--- config.mk ---
export PLATFORM = sky130hd
export DESIGN_NAME = layer_output_serializer
export DESIGN_NICKNAME = d
export VERILOG_FILES = /design/src/rtl/layer_output_serializer.sv
export SDC_FILE = /design/constraint.sdc
export NUM_CORES = 1
export LEC_CHECK = 0
export BUFFER_PORTS_ARGS = -buffer_cell sky130_fd_sc_hd__buf_4
export CAP_MARGIN = 40
export CORE_MARGIN = 8
export CORE_UTILIZATION = 40
export CTS_CLUSTER_SIZE = 25
export DETAILED_ROUTE_END_ITERATION = 16
export HOLD_SLACK_MARGIN = 0.06
export SYNTH_ARGS = -nofsm -noshare
export SYNTH_HDL_FRONTEND = slang
export SYNTH_SLANG_ARGS = --single-unit
export TNS_END_PERCENT = 5
--- constraint.sdc ---
create_clock -name clk -period 2.4 [get_ports clk]
set_input_delay 0.24 -clock clk [delete_from_list [all_inputs] [get_ports clk]]
set_output_delay 0.24 -clock clk [all_outputs]
set_load 0.05 [all_outputs]
--- src/rtl/layer_output_serializer.sv ---
// layer_output_serializer: latches all neuron outputs of a layer and replays them one word per cycle.
// Optional shadow buffer for gapless overlapping captures: define LAYER_SER_DBUF_EN.
module layer_output_serializer #(
    parameter int numNeurons = 30,
    parameter int dataWidth  = 16
) (
    input  logic                            clk,
    input  logic                            rst,
    input  logic [numNeurons*dataWidth-1:0] neuron_out,
    input  logic [numNeurons-1:0]           neuron_valid,
    output logic [dataWidth-1:0]            data_out,
    output logic                            data_valid,
    output logic                            busy,
    output logic                            overrun,
    output logic                            valid_mismatch
);

    localparam int                    IDX_W     = $clog2(numNeurons);
    localparam int                    VEC_W     = numNeurons * dataWidth;
    localparam logic [IDX_W-1:0]      LAST_IDX  = IDX_W'(numNeurons - 1);
    localparam logic [IDX_W-1:0]      ONE_IDX   = IDX_W'(1);
    localparam logic [IDX_W-1:0]      ZERO_IDX  = IDX_W'(0);
    localparam logic [numNeurons-1:0] ALL_VALID = {numNeurons{1'b1}};

    typedef enum logic [0:0] {
        ST_IDLE = 1'b0,
        ST_SEND = 1'b1
    } state_t;

    state_t               state_r;
    logic [IDX_W-1:0]     idx_r;
    logic [VEC_W-1:0]     hold_r;

    logic                 cap_s;
    logic                 mismatch_s;
    logic                 last_s;
    logic                 load_s;
    logic                 go_idle_s;
    logic                 overrun_set_s;
    logic [IDX_W-1:0]     nxt_idx_s;
    logic [VEC_W-1:0]     load_vec_s;
    logic [dataWidth-1:0] nxt_word_s;

`ifdef LAYER_SER_DBUF_EN
    logic [VEC_W-1:0]     shadow_r;
    logic                 shadow_full_r;
    logic                 shadow_wr_s;
    logic                 shadow_clr_s;
`endif

    function automatic logic [dataWidth-1:0] word_at(input logic [VEC_W-1:0] vec,
                                                     input logic [IDX_W-1:0] idx);
        word_at = vec[int'(idx) * dataWidth +: dataWidth];
    endfunction

    // Decode capture events, next index and the load / drop / handoff decision.
    always_comb begin
        cap_s         = neuron_valid[0];
        mismatch_s    = cap_s && (neuron_valid != ALL_VALID);
        last_s        = (idx_r == LAST_IDX);
        nxt_idx_s     = last_s ? ZERO_IDX : (idx_r + ONE_IDX);
        nxt_word_s    = word_at(hold_r, nxt_idx_s);
        load_s        = 1'b0;
        load_vec_s    = neuron_out;
        go_idle_s     = 1'b0;
        overrun_set_s = 1'b0;
`ifdef LAYER_SER_DBUF_EN
        shadow_wr_s   = 1'b0;
        shadow_clr_s  = 1'b0;
`endif
        case (state_r)
            ST_IDLE: begin
                if (cap_s) begin
                    load_s = 1'b1;
                end else begin
                    go_idle_s = 1'b1;
                end
            end
            ST_SEND: begin
                if (!last_s) begin
`ifdef LAYER_SER_DBUF_EN
                    if (cap_s && shadow_full_r) begin
                        overrun_set_s = 1'b1;
                    end else begin
                        shadow_wr_s = cap_s;
                    end
`else
                    overrun_set_s = cap_s;
`endif
                end else begin
`ifdef LAYER_SER_DBUF_EN
                    // Handoff: pending shadow data streams next; a same-cycle capture refills the shadow.
                    if (shadow_full_r) begin
                        load_s       = 1'b1;
                        load_vec_s   = shadow_r;
                        shadow_wr_s  = cap_s;
                        shadow_clr_s = !cap_s;
                    end else if (cap_s) begin
                        load_s = 1'b1;
                    end else begin
                        go_idle_s = 1'b1;
                    end
`else
                    if (cap_s) begin
                        load_s = 1'b1;
                    end else begin
                        go_idle_s = 1'b1;
                    end
`endif
                end
            end
            default: begin
                go_idle_s = 1'b1;
            end
        endcase
    end

    // Stream state machine with registered serial outputs and sticky fault flags.
    always_ff @(posedge clk or negedge rst) begin
        if (!rst) begin
            state_r        <= ST_IDLE;
            idx_r          <= ZERO_IDX;
            hold_r         <= {VEC_W{1'b0}};
            data_out       <= {dataWidth{1'b0}};
            data_valid     <= 1'b0;
            busy           <= 1'b0;
            overrun        <= 1'b0;
            valid_mismatch <= 1'b0;
        end else begin
            overrun        <= overrun | overrun_set_s;
            valid_mismatch <= valid_mismatch | mismatch_s;
            if (load_s) begin
                state_r    <= ST_SEND;
                idx_r      <= ZERO_IDX;
                hold_r     <= load_vec_s;
                data_out   <= load_vec_s[dataWidth-1:0];
                data_valid <= 1'b1;
                busy       <= 1'b1;
            end else if (go_idle_s) begin
                state_r    <= ST_IDLE;
                idx_r      <= ZERO_IDX;
                data_out   <= {dataWidth{1'b0}};
                data_valid <= 1'b0;
                busy       <= 1'b0;
            end else begin
                state_r    <= ST_SEND;
                idx_r      <= nxt_idx_s;
                data_out   <= nxt_word_s;
                data_valid <= 1'b1;
                busy       <= 1'b1;
            end
        end
    end

`ifdef LAYER_SER_DBUF_EN
    // Shadow buffer holding one capture that arrived mid-stream.
    always_ff @(posedge clk or negedge rst) begin
        if (!rst) begin
            shadow_r      <= {VEC_W{1'b0}};
            shadow_full_r <= 1'b0;
        end else begin
            if (shadow_wr_s) begin
                shadow_r      <= neuron_out;
                shadow_full_r <= 1'b1;
            end else if (shadow_clr_s) begin
                shadow_full_r <= 1'b0;
            end else begin
                shadow_full_r <= shadow_full_r;
            end
        end
    end
`endif

endmodule
* After elaboration in Yosys (flattened, before gate mapping)
Cells that the tools add are included.
Storage, ports and cells: register bits after elaboration 504, input bits 512, output and inout bits 20, word-level logic and storage cells 29
Operators by class: $add $sub $neg 1, equal/unequal tests 2, shift operators 1, mux-type cells 15, bitwise gates (word level) 3, reduce and logical (&&, ||, !) cells 1
Operators by type and width (number):
- indexed part select 480 x 10 -> 16 bit | 1
- two-way mux 16 bit | 2
- != test 30 bit, second input constant | 1
- two-way mux 5 bit | 3
- two-way mux 1 bit | 8
- adder 5 x 1 -> 5 bit, second input constant | 1
- == test 5 bit, second input constant | 1
- case mux 1 bit (2 select lines) | 2
- bitwise OR 1 bit | 2
- logical AND 1 bit | 1
- inverter 1 bit | 1

* Logic depth before layout (Yosys ltp)
depth after elaboration 5, mapped depth 13, depth with buffers taken out 8

* Worst setup path after synthesis
OpenSTA, ideal clock, no wires.
kind flip-flop to flip-flop, from register idx_r[0], to register data_out[10], data arrival time 2.152 ns, required time 2.278 ns, slack 0.126 ns, stages on the path, launching flop included 10, buffers on the path 2, cell sequence dfrtp_1 ha_1 clkbuf_1 inv_1 nor3_4 buf_2 nand3_1 o2111ai_1 o211ai_1 a32o_1
On the way: word-level cells in the longest chain between the ends 5
Ends and longest elaborated chain:
- from (decl) | line 31 | logic [IDX_W-1:0] idx_r;
- from (signal assigned) | line 147 | idx_r <= nxt_idx_s;
- adder 5 x 1 -> 5 bit or == test 5 bit (tied branches) | line 61, 60
- two-way mux 5 bit or two-way mux 1 bit (tied branches) | line 61, 80
- indexed part select 480 x 10 -> 16 bit or case mux 1 bit (2 select lines) (tied branches) | line 53, 71
- two-way mux 16 bit | line 139 | end else if (go_idle_s) begin
- two-way mux 16 bit * | line 132 | if (load_s) begin
- to (signal assigned) | line 136 | data_out <= load_vec_s[dataWidth-1:0];
- to (signal assigned) | line 142 | data_out <= {dataWidth{1'b0}};
- to (signal assigned) | line 148 | data_out <= nxt_word_s;
- to (decl) | line 11 | output logic [dataWidth-1:0] data_out,
Mark *: on every way between the ends. The rest lies on a longest branch, timed or not. A chain may end at the register's enable or synchronous reset.

* Worst setup path after layout
from register idx_r[0], to register data_out[7]
Same word-level chain as after synthesis.

==> flow_metrics.tcl <==
set metrics [dict create \
    switchingPower_mw 21.8 \
    synth_top_area_share_pct 53.1 \
    grt_setup_unrepaired "yes" \
    core-area_um2 58900 \
    fin_ws_ps -87.2 \
    drt-wirelength-per-cell_um 22.3 \
    path_depth 9 \
    tritoncts "yes" \
    slowest_delay_ps 500 \
    drc_errors 0 \
    worstSkewPairLatency_ps 600 \
    fill_cells 4792 \
    grt_first_pass_wirelength_um 162000 \
    status "finished, violations left" \
    dr.pass1.iters 6 \
    seq_power_share_pct 30.1 \
    whs_ps 145 \
    drv_cap 0 \
    routabilityCongestion 0.934 \
    synthArstFlopShare_pct 100 \
    fp.dieW_um 260 \
    regToRegSetupSlack_ps -90 \
    p_int_mw 28.1 \
    viasPerCell 5.23 \
    skew_ps 13.2 \
    antenna_found_initial 12 \
    worst-setup-path-type "reg -> reg" \
    ctsLongestPathBuffers 3 \
    met3WireLength_um 7510 \
    tightest_slew_ps 660 \
    ys_ff_latch 504 \
    totalPowerFinal_mw 50.0 \
    grt_max_degree 108 \
    reg2reg_depth 9 \
    cts.sinks 504 \
    ys.flop_type "dfrtp_1" \
    hpwl_um 76200 \
    htree_levels 2 \
    min-delay-path-class "in -> reg" \
    end_kind "flop" \
    swShare_pct 43.7 \
    start_util_pct 40.3 \
    highest_layer "met5" \
    postSynthAreaPerCell_um2 8.12 \
    violations "negative setup slack" \
    setup_viol 10 \
    first_global_vias 26590 \
    slew_headroom_pct 56.0 \
    synth_area_leaders "dfrtp_1 (53%), nand2_1 (26%), mux2i_1 (3.2%), buf_2 (2.7%), nand3_1 (1.7%)" \
    ios 532 \
    min_path_cells 4 \
    r2r_start "idx_r[0]" \
    cp_cell_sequence "ha_4, buf_12, a41oi_4, buf_4, a22o_1, a211oi_2, a221o_1, a32o_1, o21ai_1" \
    powerDensity_nw_per_um2 1350 \
    dr_wl_met2_um 53100 \
    final_cell_mix "nand2_1 (1663), buf_4 (670), dfrtp_1 (501), dlygate4sd3_1 (483), nand3_1 (78)" \
    p_leak_nw 18.9 \
    ant_nets 0 \
    path_max_fanout 7 \
    drt-initial-drc-count 2180 \
    clockRootBuffer "clkbuf_16" \
    maxSlewViolCount 0 \
    layout_commonest_cell "nand2_1" \
    min_period_ps 2490 \
    track_usage_pct 31.2 \
    fin_nets 4513 \
    p_clk_share_pct 16.5 \
    num_rows 89 \
    required_ps 2920 \
    comb_power_share_pct 53.4 \
    synth.distinct_cells 64 \
    syn_area_um2 23800 \
    synth_top_cell_by_area "dfrtp_1" \
    fin_crit_sh_pct 104 \
    r2r_end "data_out[7]" \
    crit_slowest_cell "dfrtp_4" \
    vdd_drop_max_mv 0.736 \
    drt_wl_total_um 108000 \
    crit_end "data_out[7]" \
    path_clk_slew_ps 60 \
    crit_family "compound AO/OA/AOI/OAI gates" \
    synth_edf_count 0 \
    cts_buffers 54 \
    synth_warnings 0 \
    final-hold-violation-count 0 \
    grt.overflow.total 0 \
    ys_seq_area_share_pct 53.1 \
    arrival_ps 3010 \
    syn_nets 3440 \
    port_buffers 531 \
    met1Wirelength_um 42700 \
    critPathBufInv 2 \
    die_h_um 260 \
    startpoint_type "flop" \
    vias 25219 \
    dieArea_um2 67500 \
    area.growth.synth_to_final_pct 55.9 \
    startpoint "idx_r[0]" \
    synthCells 2926 \
    max_freq_mhz 402 \
    drive_above_1_share_pct 22.7 \
]
## state kept, by name, summed over array words and instances, names as in the netlist
register,flops
data_out,16
hold_r,480
valid_mismatch,1
state_r,1
idx_r,5
overrun,1
## Yosys cell counts, drive strengths merged (2+ instances only)
| master | count |
|---|---|
| o22ai | 9 |
| a41oi | 2 |
| nor3 | 10 |
| nand2 | 1666 |
| a311oi | 3 |
| nand2b | 10 |
| a22oi | 16 |
| o21a | 2 |
| a32o | 9 |
| o2111ai | 13 |
| a31o | 2 |
| dfrtp | 504 |
| a221oi | 7 |
| a221o | 6 |
| buf | 147 |
| and4 | 3 |
| a211oi | 40 |
| xor2 | 2 |
| nor4 | 2 |
| clkbuf | 53 |
| o2bb2ai | 3 |
| ha | 2 |
| inv | 5 |
| mux2i | 76 |
| nor2b | 9 |
| mux2 | 12 |
| nand4 | 15 |
| and3 | 8 |
| nand3 | 83 |
| a22o | 9 |
| a21oi | 58 |
| o211ai | 8 |
| o221ai | 4 |
| a31oi | 29 |
| a211o | 5 |
| o21ai | 25 |
| nor2 | 26 |
| and2 | 16 |
| a32oi | 5 |
| o31ai | 7 |
| a21o | 5 |
| a41o | 2 |
## how the worst min path moves through the flow
stage	startpoint	end
after CTS	neuron_out[1]	hold_r[1]
after floorplan	rst	data_out[0]
final	neuron_out[1]	hold_r[1]
after detailed placement	rst	hold_r[183]
after global placement	rst	hold_r[163]
after global routing	neuron_out[1]	hold_r[1]
## cell families after synthesis
logic type | count (synthesis) | share of synthesized area (%)
adders and majority gates | 2 | 0.105
buffers and inverters | 205 | 4.20
AOI/OAI and AO/OA | 273 | 8.14
DFF | 504 | 53.1
muxes | 88 | 3.77
xor gates and xnor gates | 3 | 0.111
and+or+nand+nor | 1851 | 30.6
## power by group through the flow
| stage | logic (mW) | registers [mW] | clock network, mW |
|---|---|---|---|
| floorplan | 12.9 | 14.4 | 0 |
| global placement | 23.6 | 15.0 | 0 |
| detailed placement | 23.9 | 15.0 | 0 |
| CTS | 25.6 | 15.0 | 8.37 |
| global route | 28.6 | 15.4 | 8.74 |
| finish | 26.7 | 15.0 | 8.25 |
## per-stage QoR
stage / area [um2] / setup TNS (ps) / setup slack, ps / cells / util (%)
final: 37000 / -494 / -87.2 / 4824 / 62.9
after global routing: 37000 / -1630 / -169 / 4817 / 62.9
after global placement: 29800 / -2140 / -275 / 4219 / 50.6
after detailed placement: 29800 / -2520 / -274 / 4219 / 50.6
after floorplan: 23800 / 0 / 126 / 2926 / -
after CTS: 36700 / -193 / -36.7 / 4800 / 62.3
## worst reg2reg max path: stages, from the launching register on
cell	delay (ps)
dfrtp_4	500
ha_4	190
buf_12	130
a41oi_4	330
buf_4	220
a22o_1	150
a211oi_2	100
a221o_1	390
a32o_1	250
o21ai_1	150
## what timing repair did
item                                    4_1_cts  5_1_grt
resized for setup                            40       49
hold buffers                                483        0
endpoints found under the hold margin       999        0
pin swaps                                     9       12
gates cloned                                  3        2
endpoints found under the setup margin       16       54
buffers inserted                              4        5
## metal layers
metal | up-vias | track usage (%)
met5 | - | 0
met4 | 6 | 12.6
met3 | 260 | 5.74
met2 | 1080 | 52.6
met1 | 12252 | 39.4
li1 | 11621 | -
## cell type report
type	instances	area, um2	area share (%)
Multi-Input combinational cell	2218	10600	28.6
Inverter	5	18.8	0.0507
Antenna cell	17	42.5	0.115
Timing Repair Buffer	1216	11100	30.0
Sequential cell	504	12600	34.1
Tap cell	773	967	2.61
Clock inverter	16	169	0.456
Clock buffer	75	1540	4.16
No activity file was read; power rests on OpenSTA's default activity.
